**config.mk**
```make
export PLATFORM = sky130hd
export DESIGN_NAME = alu_nibble_seq
export DESIGN_NICKNAME = d
export VERILOG_FILES = /design/src/rtl/alu_pkg.sv /design/src/rtl/alu_4b.sv /design/src/rtl/alu_nibble_seq.sv
export SDC_FILE = /design/constraint.sdc
export NUM_CORES = 1
export LEC_CHECK = 0
export ABC_AREA = 1
export BUFFER_PORTS_ARGS = -buffer_cell sky130_fd_sc_hd__buf_2
export CAP_MARGIN = 20
export CORE_MARGIN = 2
export CORE_UTILIZATION = 45
export DETAILED_ROUTE_END_ITERATION = 7
export PLACE_DENSITY = 0.67
export SETUP_SLACK_MARGIN = 0.05
export SKIP_CTS_REPAIR_TIMING = 1
export SLEW_MARGIN = 20
export SYNTH_ARGS = -nofsm -noshare
export SYNTH_HDL_FRONTEND = slang
export SYNTH_SLANG_ARGS = --single-unit
```
**constraint.sdc**
```tcl
create_clock -name clk -period 3.8 [get_ports clk]
set_clock_uncertainty 0.05 [all_clocks]
set_input_delay 0 -clock clk [delete_from_list [all_inputs] [get_ports clk]]
set_output_delay 0 -clock clk [all_outputs]
set_load 0.005 [all_outputs]
```
**src/rtl/alu_pkg.sv**
```systemverilog
// Shared constants for the nibble-serial ALU sequencer and the 4-bit ALU slice:
// opcode encoding, sequencer state encoding and the slice width.
package alu_pkg;

    localparam int NIB_W = 4;

    localparam logic [2:0] OP_PASSA = 3'b000;
    localparam logic [2:0] OP_ADD   = 3'b001;
    localparam logic [2:0] OP_SUB   = 3'b010;
    localparam logic [2:0] OP_AND   = 3'b011;
    localparam logic [2:0] OP_OR    = 3'b100;
    localparam logic [2:0] OP_XOR   = 3'b101;
    localparam logic [2:0] OP_NOTA  = 3'b110;
    localparam logic [2:0] OP_RSVD  = 3'b111;

    localparam logic [1:0] ST_IDLE = 2'd0;
    localparam logic [1:0] ST_RUN  = 2'd1;
    localparam logic [1:0] ST_DONE = 2'd2;

    function automatic logic is_arith(input logic [2:0] op);
        return (op == OP_ADD) || (op == OP_SUB);
    endfunction

endpackage

```
**src/rtl/alu_4b.sv**
```systemverilog
// Combinational 4-bit ALU slice. Subtract is A + ~B + Cin so that Cout means
// "no borrow"; logic ops and the reserved code drive Cout low.
module alu_4b
    import alu_pkg::*;
(
    input  logic [NIB_W-1:0] a,
    input  logic [NIB_W-1:0] b,
    input  logic [2:0]       s,
    input  logic             cin,
    output logic [NIB_W-1:0] f,
    output logic             cout
);

    logic [NIB_W:0] sum;

    always_comb begin
        sum  = '0;
        f    = '0;
        cout = 1'b0;
        case (s)
            OP_PASSA: f = a;
            OP_ADD: begin
                sum  = {1'b0, a} + {1'b0, b} + {{NIB_W{1'b0}}, cin};
                f    = sum[NIB_W-1:0];
                cout = sum[NIB_W];
            end
            OP_SUB: begin
                sum  = {1'b0, a} + {1'b0, ~b} + {{NIB_W{1'b0}}, cin};
                f    = sum[NIB_W-1:0];
                cout = sum[NIB_W];
            end
            OP_AND:  f = a & b;
            OP_OR:   f = a | b;
            OP_XOR:  f = a ^ b;
            OP_NOTA: f = ~a;
            default: f = '0;
        endcase
    end

endmodule

```
**src/rtl/alu_nibble_seq.sv**
```systemverilog
// Nibble-serial sequencer around alu_4b: runs WIDTH-bit ops one nibble per cycle
// with carry chaining. Define ALU_SEQ_ACC_EN to add the result accumulator.
module alu_nibble_seq
    import alu_pkg::*;
#(
    parameter int NIBBLES = 2
) (
    input  logic                   clk,
    input  logic                   rst_n,
    input  logic                   cmd_valid,
    output logic                   cmd_ready,
    input  logic [2:0]             cmd_op,
    input  logic [4*NIBBLES-1:0]   cmd_a,
    input  logic [4*NIBBLES-1:0]   cmd_b,
    input  logic                   cmd_cin,
    input  logic                   cmd_use_acc,
    output logic                   res_valid,
    input  logic                   res_ready,
    output logic [4*NIBBLES-1:0]   res_data,
    output logic                   res_c,
    output logic                   res_z,
    output logic                   res_n,
    output logic                   res_v,
    output logic                   res_err,
    output logic [1:0]             state_dbg
);

    localparam int WIDTH = NIB_W * NIBBLES;
    localparam int CNT_W = (NIBBLES > 1) ? $clog2(NIBBLES) : 1;
    localparam logic [CNT_W-1:0] LAST_CNT = CNT_W'(NIBBLES - 1);

    // Handshake: a transfer happens on a rising edge where valid and ready are
    // both high; a result stays frozen in DONE until res_ready takes it.
    logic [1:0]       state;
    logic [CNT_W-1:0] cnt;
    logic [2:0]       op_q;
    logic [WIDTH-1:0] a_q;
    logic [WIDTH-1:0] b_q;
    logic             cin_q;
    logic             carry_q;

    logic             accept;
    logic             last_nib;
    logic             arith;
    logic             rsvd;
    logic [WIDTH-1:0] a_src;
    logic [WIDTH-1:0] res_next;
    logic [NIB_W-1:0] alu_a;
    logic [NIB_W-1:0] alu_b;
    logic [NIB_W-1:0] alu_f;
    logic             alu_cin;
    logic             alu_cout;
    logic             v_next;

    assign cmd_ready = (state == ST_IDLE) || ((state == ST_DONE) && res_ready);
    assign accept    = cmd_valid && cmd_ready;
    assign res_valid = (state == ST_DONE);
    assign state_dbg = state;
    assign last_nib  = (cnt == LAST_CNT);
    assign arith     = is_arith(op_q);
    assign rsvd      = (op_q == OP_RSVD);
    assign alu_a     = a_q[int'(cnt) * NIB_W +: NIB_W];
    assign alu_b     = b_q[int'(cnt) * NIB_W +: NIB_W];

`ifdef ALU_SEQ_ACC_EN
    logic [WIDTH-1:0] acc_q;

    always_ff @(posedge clk or negedge rst_n) begin
        if (!rst_n) begin
            acc_q <= '0;
        end else if (res_valid && res_ready) begin
            acc_q <= res_data;
        end
    end

    assign a_src = cmd_use_acc ? acc_q : cmd_a;
`else
    logic unused_use_acc;
    assign unused_use_acc = cmd_use_acc;
    assign a_src          = cmd_a;
`endif

    // Only the first nibble sees the command carry; later ones chain Cout.
    always_comb begin
        alu_cin = 1'b0;
        if (cnt == '0) begin
            if (op_q == OP_ADD) begin
                alu_cin = cin_q;
            end else if (op_q == OP_SUB) begin
                alu_cin = 1'b1;
            end
        end else if (arith) begin
            alu_cin = carry_q;
        end
    end

    alu_4b u_alu (
        .a    (alu_a),
        .b    (alu_b),
        .s    (op_q),
        .cin  (alu_cin),
        .f    (alu_f),
        .cout (alu_cout)
    );

    always_comb begin
        res_next = res_data;
        res_next[int'(cnt) * NIB_W +: NIB_W] = rsvd ? '0 : alu_f;
    end

    always_comb begin
        v_next = 1'b0;
        if (op_q == OP_ADD) begin
            v_next = (a_q[WIDTH-1] ^ res_next[WIDTH-1]) & (b_q[WIDTH-1] ^ res_next[WIDTH-1]);
        end else if (op_q == OP_SUB) begin
            v_next = (a_q[WIDTH-1] ^ b_q[WIDTH-1]) & (a_q[WIDTH-1] ^ res_next[WIDTH-1]);
        end
    end

    always_ff @(posedge clk or negedge rst_n) begin
        if (!rst_n) begin
            state    <= ST_IDLE;
            cnt      <= '0;
            op_q     <= OP_PASSA;
            a_q      <= '0;
            b_q      <= '0;
            cin_q    <= 1'b0;
            carry_q  <= 1'b0;
            res_data <= '0;
            res_c    <= 1'b0;
            res_z    <= 1'b0;
            res_n    <= 1'b0;
            res_v    <= 1'b0;
            res_err  <= 1'b0;
        end else if (accept) begin
            op_q  <= cmd_op;
            a_q   <= a_src;
            b_q   <= cmd_b;
            cin_q <= cmd_cin;
            cnt   <= '0;
            state <= ST_RUN;
        end else begin
            case (state)
                ST_RUN: begin
                    res_data <= res_next;
                    carry_q  <= alu_cout;
                    if (last_nib) begin
                        cnt     <= '0;
                        state   <= ST_DONE;
                        res_c   <= arith & alu_cout;
                        res_z   <= ~rsvd & (res_next == '0);
                        res_n   <= res_next[WIDTH-1];
                        res_v   <= v_next;
                        res_err <= rsvd;
                    end else begin
                        cnt <= cnt + 1'b1;
                    end
                end
                ST_DONE: begin
                    if (res_ready) begin
                        state <= ST_IDLE;
                    end
                end
                default: state <= ST_IDLE;
            endcase
        end
    end

endmodule

```
=== Word level (Yosys, flattened, before mapping) ===
Cells that the tools add are included.

* Output and inout bits: 17
* Logic and storage cells: 76
* Bits in registers: 37
* Input port bits: 25

* Shift operators: 4
* Equality and inequality tests: 11
* Add/sub/neg operators: 6
* Bitwise operators: 14
* Reductions and logical operators: 11
* Multiplexer cells: 17

{| class="wikitable"
|+ Operators by type and width
! operator !! count
|-
| 3-bit negation with 33-bit output || 1
|-
| 4-bit by 33-bit variable shift with 8-bit output (first input constant) || 1
|-
| 4-bit by 33-bit indexed part select with 8-bit output || 1
|-
| 4-bit case mux with 7 select lines || 1
|-
| 8-bit by 4-bit indexed part select with 4-bit output || 2
|-
| 3-bit equality test (second input constant) || 4
|-
| 4-bit by 4-bit adder with 5-bit output || 2
|-
| 5-bit by 1-bit adder with 5-bit output || 2
|-
| 1-bit two-way mux || 9
|-
| 8-bit bitwise mux || 1
|-
| 8-bit zero test || 1
|-
| 4-bit NOT || 2
|-
| 3-bit by 2-bit equality test with 1-bit output (second input constant) || 2
|-
| 2-bit two-way mux || 3
|-
| 1-bit bitwise AND || 4
|-
| 4-bit bitwise AND || 1
|-
| 4-bit two-way mux || 1
|-
| 4-bit bitwise OR || 1
|-
| 2-bit case mux with 2 select lines || 1
|-
| 2-bit AND reduction || 2
|-
| 4-bit bitwise XOR || 1
|-
| 3-bit by 1-bit equality test with 1-bit output (second input constant) || 1
|-
| 3-bit zero test || 1
|-
| 3-bit by 1-bit != test with 1-bit output (second input constant) || 1
|-
| other kinds (12) || 17
|}

=== Logic depth before layout (Yosys ltp) ===
Gate-level depths: netlist of the first run.

* Depth after elaboration: 13
* Mapped depth: 19
* Depth with buffers taken out: 18

=== Cells and area by module ===
Synthesis of the first run repeated with hierarchy kept, for this count alone.

* Cells, all modules: 276
* Area total of the unflattened synthesis: 2279.7 µm²

{| class="wikitable"
|+ By module, submodules not included
! module !! sequential area each (µm²) !! instances !! area an instance (µm²) !! cells each
|-
| alu_nibble_seq || 925.9 || 1 || 1652.8 || 170
|-
| alu_4b || 0.0 || 1 || 626.9 || 106
|}

=== Worst setup path after synthesis of the first run ===
OpenSTA, ideal clock, no wires.

* Kind: reg2reg
* Start point: reg cnt
* End point: reg res_z
* Cell stages (with the launch flop): 17
* Library setup time: 76 ps
* Data required time: 3674 ps
* Clock period less this slack: 2650 ps
* Path buffers: 1
* Setup slack: 1150 ps
* Arrival: 2523 ps
* Path through: dfrtp_1 -> inv_2 -> buf_4 -> or2_2 -> o21ai_0 -> inv_1 -> fa_1 -> inv_1 -> fa_1 -> inv_1 -> nor2_1 -> nor3_1 -> nor2_1 -> o21ai_0 -> nor3_1 -> nand3_1 -> o21ai_1

* Word-level cells in the longest chain between the ends: 10
* Elaborated cells between the ends (all ways): 21
* Those cells by class: 5 x add/sub; 4 x shift; 4 x mux; 6 x bitwise; 2 x reduce/logical

{| class="wikitable"
|+ Ends and longest elaborated chain
! item !! RTL line !! RTL
|-
| start, declared || alu_nibble_seq.sv:35 || <nowiki>logic [CNT_W-1:0] cnt;</nowiki>
|-
| start signal, assigned || alu_nibble_seq.sv:156 || <nowiki>cnt <= cnt + 1'b1;</nowiki>
|-
| 8-bit by 4-bit indexed part select with 4-bit output || alu_nibble_seq.sv:63 || <nowiki>assign alu_b = b_q[int'(cnt) * NIB_W +: NIB_W];</nowiki>
|-
| 4-bit NOT || alu_4b.sv:28 || <nowiki>sum = {1'b0, a} + {1'b0, ~b} + {{NIB_W{1'b0}}, cin};</nowiki>
|-
| 4-bit by 4-bit adder with 5-bit output || alu_4b.sv:28 ||
|-
| 5-bit by 1-bit adder with 5-bit output || alu_4b.sv:28 ||
|-
| 4-bit case mux with 7 select lines || alu_4b.sv:20 || <nowiki>case (s)</nowiki>
|-
| 4-bit two-way mux || alu_nibble_seq.sv:108 || <nowiki>res_next[int'(cnt) * NIB_W +: NIB_W] = rsvd ? '0 : alu_f;</nowiki>
|-
| 4-bit by 33-bit indexed part select with 8-bit output || alu_nibble_seq.sv:108 ||
|-
| 8-bit bitwise mux || alu_nibble_seq.sv:108 ||
|-
| 8-bit zero test || alu_nibble_seq.sv:151 || <nowiki>res_z <= ~rsvd & (res_next == '0);</nowiki>
|-
| 1-bit bitwise AND || alu_nibble_seq.sv:151 ||
|-
| end signal, assigned || alu_nibble_seq.sv:151 ||
|-
| end, declared || alu_nibble_seq.sv:21 || <nowiki>output logic res_z,</nowiki>
|}

Several ways; a longest one is shown, not always the timed one.
A chain may end at the register's enable or synchronous reset.

=== Worst setup path in the final report of the first run ===
* Start point: reg op_q[2]
* End point: reg res_z

* Word-level cells in the longest chain between the ends: 11
* Elaborated cells between the ends (all ways): 22
* Those cells by class: 2 x add/sub; 7 x eq/ne; 1 x shift; 7 x mux; 2 x bitwise; 3 x reduce/logical

{| class="wikitable"
|+ Ends and longest elaborated chain
! item !! RTL line !! RTL
|-
| start, declared || alu_nibble_seq.sv:36 || <nowiki>logic [2:0] op_q;</nowiki>
|-
| start signal, assigned || alu_nibble_seq.sv:136 || <nowiki>op_q <= cmd_op;</nowiki>
|-
| 3-bit by 2-bit equality test with 1-bit output / 3-bit by 1-bit equality test with 1-bit output (equally long branches) || n/a ||
|-
| 1-bit two-way mux / 1-bit logical OR (equally long branches) || alu_nibble_seq.sv:89, alu_pkg.sv:21 ||
|-
| 1-bit two-way mux, on equally long branches || alu_nibble_seq.sv:87, alu_nibble_seq.sv:92 ||
|-
| 1-bit two-way mux || alu_nibble_seq.sv:86 || <nowiki>if (cnt == '0) begin</nowiki>
|-
| 5-bit by 1-bit adder with 5-bit output, on equally long branches || alu_4b.sv:28, alu_4b.sv:23 ||
|-
| 4-bit case mux with 7 select lines || alu_4b.sv:20 ||
|-
| 4-bit two-way mux || alu_nibble_seq.sv:108 ||
|-
| 4-bit by 33-bit indexed part select with 8-bit output || alu_nibble_seq.sv:108 ||
|-
| 8-bit bitwise mux || alu_nibble_seq.sv:108 ||
|-
| 8-bit zero test || alu_nibble_seq.sv:151 ||
|-
| 1-bit bitwise AND (*) || alu_nibble_seq.sv:151 ||
|}

Mark *: on every way between the ends. The rest lies on a longest branch, timed or not.

==> run metrics, run 1 <==
status=completed; clk_lat worst skew=about 0.28 ns; Final TNS setup=0 ns; cell taking the most area after synthesis=dfrtp_1; vias per cell=roughly 5; Slew @ Worst Pin=0.977 ns; vias in the first global route=1807; final hold violations=0; RSZ-0062 raised after global routing=false; Final Routed Wirelength=5100 um; maximum VDD drop=between 0.3 and 0.4 mV; Hold Crit Class=primary input to asynchronous set/reset pin; Post-synth EDFFs=0; Port Buffers=40; layout cell share with drive strength beyond 1=22.4%; Max Cap Viol=0; Syn. warnings=0; Cells after Synth=271; r2r worst-path depth=15; Synth async-reset ratio=100%; Total Power=around 2.5 mW; vias post-DR=2002; first-pass GRT wire length=7980 um; Avg Inst Size Synth=about 8.2 um^2; syn_nets=311; H-tree Lvls=2; crit-path max FO=8; Top FF cell, synth=dfrtp_1; DPL Wire Length=3760 um; post-synth top area share=41.4%; post-synthesis register bit count=37; Setup CP Type=register to register; # IOs=42; CP Data Arrival Time=3.30 ns; CTS tree=yes; Num Clock Sinks=37; Final Max Slew Viols=0; RePlAce Congestion=0.946; Period minus WS final=around 3.1 ns; mapped cell area=2230 um^2; ant diodes=0; Die H=74.5 um; Relative slew margins=34.7%; post-route cell area=2800 um^2; Worst Setup Slack, final=0.666 ns; endpoints failing setup=0; # DRC=0; sequential element share of the synthesized area=41.4%; Final Instance Count excl. Fillers=402; pwr dens=a little under 900 nW/um^2; die area=5550 um^2; fin crit share=82.5%; CTS Buf Count=5; Fmax=about 320 MHz; clk buf depth=2; Layout area overhead=25.2%; Cells after DPL=around 370; Fill cells=442; crit end category=register; grt total ovfl=0; Yosys cell types=27; Starting DRT DRC Count=177; nets=between 300 and 400; largest net degree at the start of global routing=38; initial antenna violation count=0; DP Area=between 2000 and 2500 um^2; Leak=1.44 nW; Synth top cells by count=54 x nand2_1, 37 x dfrtp_1, 36 x inv_1; Startpoint Class=register; Clock transition at path regs=around 0.080 ns; Die X=about 74 um; Initial Util=47.0%; DRT Pass-1 Iters=4; Wirelength per Cell=about 13 um; Placement Setup Slack=0.706 ns; GRT Overall Usage=19.0%; Critical Path RT=3.97 ns; top area cells in the synthesized netlist=dfrtp_1 41%, nand2_1 9.1%, mux2_2 7.1%; row cnt=25; Core Region=4750 um^2; post-route ant nets=0; most frequent cell after synthesis=nand2_1; Root Driver=clkbuf_8
==> routing by layer <==
metal / up-vias / part of all wire [%] / GRT usage, %
met5: - / 0 / 0
met4: 0 / 1.6 / 8.33
met3: 6 / 4.1 / 2.98
met2: 53 / 48 / 30.5
met1: 934 / 47 / 25.4
li1: 1009 / - / -
==> area by class of cell <==
type                            count  area (um^2)  share of cell area [%]
Clock inverter                      3         17.5                   0.626
Clock buffer                        5         68.8                    2.46
Timing Repair Buffer               64          435                    15.6
Inverter                           39          146                    5.23
Sequential cell                    37          926                    33.1
Multi-Input combinational cell    187         1120                    40.0
Tap cell                           67         83.8                    3.00
==> kinds of logic (layout without fill, tap and decap cells) <==
logic type / count (synthesis) / in the layout / synth area share (%)
simple gates: 118 / 118 / 23.3
buf+inv: 47 / 111 / 8.45
compound gates: 40 / 40 / 9.97
flops: 37 / 37 / 41.4
fa+ha+maj: 15 / 15 / 9.74
mux: 14 / 14 / 7.05
==> sequential cells by signal, indices dropped and copies added (netlist names), 2 cells and up <==
signal and flops:
b_q 8, op_q 3, state_dbg 2, a_q 8
res_data 8
==> worst max-delay path, stage by stage (launching register included) <==
cell,delay [ns]
dfrtp_1,0.46
inv_1,0.21
nand3_1,0.16
inv_1,0.17
o21ai_0,0.14
a21oi_1,0.18
fa_1,0.22
inv_1,0.06
fa_1,0.38
nor2_1,0.15
nor3_1,0.07
nor2_1,0.10
o21ai_0,0.08
nor3_1,0.37
nand3_1,0.13
o21ai_1,0.13
==> power breakdown <==
| group | internal (mW) | leakage (nW) | total, mW | switching, mW |
|---|---|---|---|---|
| Sequential | 0.580 | 0.449 | 0.723 | 0.143 |
| Clock | 0.126 | 0.0439 | 0.266 | 0.140 |
| Combinational | 0.572 | 0.951 | 1.50 | 0.929 |
| Total | 1.28 | 1.44 | 2.49 | 1.21 |
==> final timing paths <==
kind | start | to | slack (ns)
hold / removal | rst_n | res_data[0] | 0.28
max in group asynchronous | rst_n | op_q[1] | 2.90
hold reg to reg | res_n | res_n | 0.43
setup / recovery | op_q[2] | res_z | 0.67
setup reg to reg | op_q[2] | res_z | 0.67
min in group clk | res_n | res_n | 0.43
==> cell usage in the layout (no fill, tap or decap), types with 3 or more instances in the layout <==
cell type	Yosys	layout
nand2_1	54	54
nand3_1	19	19
nand4_1	5	5
a21oi_1	12	12
or2_2	4	4
mux2_2	14	14
ha_1	11	11
o21ai_0	19	19
nor3_1	6	6
dlygate4sd3_1	0	22
buf_2	4	40
fa_1	4	4
nor2_1	25	25
o22ai_1	4	4
inv_2	3	3
clkbuf_8	0	5
inv_1	36	36
dfrtp_1	37	37
==> per-stage QoR <==
step           util [%]  hold WS, ns
6_report           58.8        0.279
5_1_grt            58.8        0.387
4_1_cts            54.2       -0.214
3_5_place_dp       52.4        0.102
3_3_place_gp       52.4       0.0958
2_1_floorplan         -       -0.346
(Power assumes the default switching activity.)
==> run 2, diff against run 1 <==
==> constraint.sdc (replaced) <==
create_clock -name clk -period 2.9 [get_ports clk]
set_clock_uncertainty 0.05 [all_clocks]
set_input_delay 0 -clock clk [delete_from_list [all_inputs] [get_ports clk]]
set_output_delay 0 -clock clk [all_outputs]
set_load 0.005 [all_outputs]
==> run 2 against run 1 <==
Compared with the run above:
- non-clock buffer count increased by 14
- critical path depth decreased by 2
- setup slack got worse by 0.40 ns
- sequential power increased by 25%
- count of clock-buffer cells in the layout increased by 2
- critical path type unchanged
==> run metrics, run 2 (synthesis gave the netlist of run 1 again) <==
status=completed (unchanged); Final Routed Wirelength=5340 um (was 5100 um); Max Cap Viol=0 (unchanged); Worst R2R Start=cnt (was op_q[2]); DPL Wire Length=3810 um (was 3760 um); fin crit share=91.0% (was 82.5%); DP Area=2580 um^2 (was 2490 um^2); nets=388 (was 374); maximum VDD drop=0.697 mV (was 0.390 mV); grt total ovfl=0 (unchanged); Placement Setup Slack=0.189 ns (was 0.706 ns); hold slack final=0.287 ns (was 0.279 ns); first-pass GRT wire length=8180 um (was 7980 um); CP Data Arrival Time=2.81 ns (was 3.30 ns); Relative slew margins=35.4% (was 34.7%); final hold violations=0 (unchanged); most frequent cells in the layout=53 x nand2_1, 40 x buf_2, 37 x dfrtp_1, 35 x inv_1, 24 x nor2_1 (was 54 x nand2_1, 40 x buf_2, 37 x dfrtp_1, 36 x inv_1, 25 x nor2_1); Port Buffers=40 (unchanged); vias post-DR=2040 (was 2002); Die H=74.5 um (unchanged); crit-path max FO=10 (was 8); vias in the first global route=1833 (was 1807); Critical Path RT=3.08 ns (was 3.97 ns); clk_lat worst skew=0.30 ns (was 0.28 ns); Final TNS setup=0 ns (unchanged); row cnt=25 (unchanged); Fmax=379 MHz (was 319 MHz); Slew @ Worst Pin=0.967 ns (was 0.977 ns); Initial Util=47.0% (unchanged); reg2reg setup slack=0.26 ns (was 0.67 ns); largest registers=a_q x8, b_q x8, res_data x8 (unchanged); H-tree Lvls=2 (unchanged); RePlAce Congestion=0.940 (was 0.946); Starting DRT DRC Count=149 (was 177); DRT Pass-1 Iters=4 (unchanged); Startpoint Class=register (unchanged); r2r worst-path depth=13 (was 15); Die X=74.5 um (unchanged); endpoints failing setup=0 (unchanged); ant diodes=0 (unchanged); post-route ant nets=0 (unchanged); largest net degree at the start of global routing=38 (unchanged); crit end category=register (unchanged); Final Max Slew Viols=0 (unchanged); # IOs=42 (unchanged); reg2reg end=res_z (unchanged); CTS tree=yes (unchanged); die area=5550 um^2 (unchanged); pwr dens=1230 nW/um^2 (was 890 nW/um^2); initial antenna violation count=0 (unchanged); Core Region=4750 um^2 (unchanged); post-route cell area=2950 um^2 (was 2800 um^2); Fill cells=427 (was 442); Root Driver=clkbuf_8 (unchanged); commonest non-fill, non-tap cell in the layout=nand2_1 (unchanged); GRT Overall Usage=19.7% (was 19.0%); CTS Buf Count=5 (unchanged); Worst Setup Slack, final=0.261 ns (was 0.666 ns); layout cell share with drive strength beyond 1=27.2% (was 22.4%); Clock transition at path regs=0.07 ns (was 0.08 ns); RSZ-0062 raised after global routing=true (was false); Period minus WS final=2.64 ns (was 3.13 ns); clk buf depth=2 (unchanged); Num Clock Sinks=37 (unchanged); Total Power=3.62 mW (was 2.49 mW); vias per cell=4.90 (was 4.98); # DRC=0 (unchanged); Setup CP Type=register to register (unchanged); Hold Crit Class=primary input to asynchronous set/reset pin (unchanged); Leak=1.52 nW (was 1.44 nW); Wirelength per Cell=12.8 um (was 12.7 um); Layout area overhead=32.0% (was 25.2%)
==> run 2: changes by cell type in the layout (fill, tap and decap cells not counted), sizes merged <==
cell and change:
buf +14, bufinv +1, clkbuf +2, clkinv -2
clkinvlp -1
==> run 2: power breakdown <==
part | internal (mW) | switching [mW]
clock network | 0.280 | 0.180
logic | 0.911 | 1.34
registers | 0.761 | 0.141
total | 1.95 | 1.66
==> run 2: layout make-up <==
| type | instances | area, um^2 | share of cell area [%] |
|---|---|---|---|
| Multi-Input combinational cell | 187 | 1140 | 38.5 |
| Sequential cell | 37 | 926 | 31.4 |
| Timing Repair Buffer | 78 | 541 | 18.3 |
| Inverter | 39 | 146 | 4.96 |
| Clock buffer | 7 | 86.3 | 2.93 |
| Tap cell | 67 | 83.8 | 2.84 |
| Clock inverter | 1 | 30.0 | 1.02 |
==> run 2: routing by layer <==
metal / global-route usage (%) / vias up / wire length [um]
met4: 9.52 / 0 / 132
met3: 4.47 / 11 / 269
met5: 0 / - / 0
met2: 31.2 / 56 / 2540
met1: 25.7 / 935 / 2410
li1: - / 1038 / -
==> run 2: worst max-delay path: stages, from the launching register on <==
cell and delay (ns):
dfrtp_1 0.41, buf_4 0.18, o21ai_1 0.18, a21oi_1 0.11, fa_2 0.36, fa_1 0.38, nor2_1 0.11, nor3_1 0.06
nor2_1 0.09, o21ai_0 0.08, nor3_1 0.20, buf_4 0.16, nand3_1 0.07, o21ai_1 0.13
==> run 2: worst max-delay path by stage <==
stage               slack (ns)  cells after the start  from     to
floorplan                 0.25                     16   cnt  res_z
global placement          0.18                     13   cnt  res_z
detailed placement        0.19                     15   cnt  res_v
CTS                       0.11                     15   cnt  res_v
global route              0.03                     16   cnt  res_v
finish                    0.26                     13   cnt  res_z
==> run 2: metrics by stage <==
stage,std cells,utilization [%]
floorplan,271,-
global placement,384,54.3
detailed placement,384,54.3
CTS,392,56.7
global route,416,62.0
finish,416,62.0
==> run 3, diff against run 2 <==
--- a/config.mk
+++ b/config.mk
@@ -9,9 +9,8 @@
 export BUFFER_PORTS_ARGS = -buffer_cell sky130_fd_sc_hd__buf_2
 export CAP_MARGIN = 20
 export CORE_MARGIN = 2
-export CORE_UTILIZATION = 45
+export CORE_UTILIZATION = 24
 export DETAILED_ROUTE_END_ITERATION = 7
-export PLACE_DENSITY = 0.67
 export SETUP_SLACK_MARGIN = 0.05
 export SKIP_CTS_REPAIR_TIMING = 1
 export SLEW_MARGIN = 20
==> run 3 against run 2 <==
Compared with the run above:
- sequential power up 2%
- clock power is 11% lower
- largest cell class unchanged
- critical path depth is 3 higher
- largest power group unchanged
- setup slack worse by 0.042 ns
- die area increased by 82%
- combinational power increased by 4%
- maximum frequency fell by 1.6%
==> run metrics, run 3 (synthesis gave the netlist of run 1 again) <==
status=completed (unchanged); CP Data Arrival Time=2.85 ns (was 2.81 ns); # DRC=0 (unchanged); r2r worst-path depth=16 (was 13); Root Driver=clkbuf_8 (unchanged); Hold Crit Class=primary input to asynchronous set/reset pin (unchanged); hold slack final=0.317 ns (was 0.287 ns); Crit path top cell by count=inv_1; Port Buffers=40 (unchanged); Initial Util=24.4% (was 47.0%); Total Power=3.68 mW (was 3.62 mW); GRT Overall Usage=12.1% (was 19.7%); Post-Route Utilization=33.2% (was 62.0%); nets=390 (was 388); Leak=1.54 nW (was 1.52 nW); Fmax=373 MHz (was 379 MHz); fin crit share=92.4% (was 91.0%); crit-path max FO=4 (was 10); reg2reg end=res_z (unchanged); clk buf depth=2 (unchanged); initial antenna violation count=0 (unchanged); commonest non-fill, non-tap cell in the layout=nand2_1 (unchanged); final hold violations=0 (unchanged); Core Region=9150 um^2 (was 4750 um^2); # IOs=42 (unchanged); Final TNS setup=0 ns (unchanged); largest registers=a_q x8, b_q x8, res_data x8 (unchanged); Critical Path RT=3.07 ns (was 3.08 ns); Setup CP Type=register to register (unchanged); met3 usage=2.70% (was 4.47%); endpoints failing setup=0 (unchanged); Layout area overhead=35.8% (was 32.0%); maximum VDD drop=0.490 mV (was 0.697 mV); worst path bufs/invs=5 (was 2); largest net degree at the start of global routing=38 (unchanged); RSZ-0062 raised after global routing=false (was true); Slew @ Worst Pin=1.00 ns (was 0.967 ns); Die H=100 um (was 74.5 um); Final Instance Count excl. Fillers=462 (was 416); DRT Pass-1 Iters=4 (unchanged); Period minus WS final=2.68 ns (was 2.64 ns); CTS Buf Count=5 (unchanged); Startpoint Class=register (unchanged); DPL Wire Length=4440 um (was 3810 um); crit end category=register (unchanged); reg2reg setup slack=0.22 ns (was 0.26 ns); row cnt=35 (was 25); crit-path leading delay family=simple AND/OR/NAND/NOR gates (was adder cells); Num Clock Sinks=37 (unchanged); CTS tree=yes (unchanged); ant diodes=0 (unchanged); vias per cell=4.45 (was 4.90); Relative slew margins=33.1% (was 35.4%); crit path launch=cnt (unchanged); vias in the first global route=2028 (was 1833); GRT busiest layer=met2 (unchanged); Die X=100 um (was 74.5 um); die area=10100 um^2 (was 5550 um^2); layout cell share with drive strength beyond 1=28.8% (was 27.2%); met1 usage=16.4% (was 25.7%); H-tree Lvls=2 (unchanged); most frequent cells in the layout=53 x nand2_1, 40 x buf_2, 36 x inv_1, 36 x dfrtp_1, 24 x nor2_1 (was 53 x nand2_1, 40 x buf_2, 37 x dfrtp_1, 35 x inv_1, 24 x nor2_1); Cells after DPL=429 (was 384); pwr dens=1210 nW/um^2 (was 1230 nW/um^2); Starting DRT DRC Count=104 (was 149); Wirelength per Cell=12.6 um (was 12.8 um); vias post-DR=2056 (was 2040); Stages on worst setup path=16 (was 13); Clock transition at path regs=0.08 ns (was 0.07 ns); met2 Use GR=19.4% (was 31.2%); clk_lat worst skew=0.28 ns (was 0.30 ns); CP max stage cell=fa_1 (was dfrtp_1); Worst R2R Start=cnt (unchanged); Max Cap Viol=0 (unchanged); Critical Path Max Stage Delay=0.42 ns (was 0.41 ns); RePlAce Congestion=0.850 (was 0.940); grt total ovfl=0 (unchanged); CP Cell Sequence=inv_2 > or2_2 > o21ai_2 > inv_1 > fa_1 > inv_1 > fa_1 > inv_1 > nor2_1 > nor3_1 > nor2_1 > o21ai_0 > nor3_1 > buf_4 > nand3_1 > o21ai_1 (was buf_4 > o21ai_1 > a21oi_1 > fa_2 > fa_1 > nor2_1 > nor3_1 > nor2_1 > o21ai_0 > nor3_1 > buf_4 > nand3_1 > o21ai_1); Final Max Slew Viols=0 (unchanged); first-pass GRT wire length=9720 um (was 8180 um); Final Routed Wirelength=5820 um (was 5340 um); post-route ant nets=0 (unchanged)
==> run 3: cell type report <==
cell class	count	area, um^2
Tap cell	111	139
Inverter	39	146
Fill cell	951	6120
Timing Repair Buffer	80	568
Clock buffer	7	96.3
Multi-Input combinational cell	187	1150
Sequential cell	37	927
Clock inverter	1	8.76
==> run 3: how the worst max path moves through the flow <==
stage | endpoint | slack, ns
2_1_floorplan | res_z | 0.25
6_report | res_z | 0.22
3_3_place_gp | res_z | 0.16
4_1_cts | res_z | 0.08
5_1_grt | res_z | 0.02
3_5_place_dp | res_z | 0.10
==> run 3: metal layers <==
layer	vias to the layer above	part of all wire [%]
li1	1042	-
met1	952	47
met2	52	47
met3	10	3.9
met4	0	1.5
met5	-	0
==> run 3: where the power goes <==
part	switching, mW	leakage (nW)	internal [mW]
Clock	0.189	0.0549	0.220
Sequential	0.159	0.448	0.762
Combinational	1.36	1.04	0.987
==> run 3: per-stage QoR <==
| stage | worst slack [ns] | area (um^2) |
|---|---|---|
| finish | 0.219 | 3040 |
| global route | 0.0222 | 3040 |
| CTS | 0.0809 | 2760 |
| detailed placement | 0.104 | 2660 |
| global placement | 0.162 | 2660 |
| floorplan | 0.250 | 2230 |
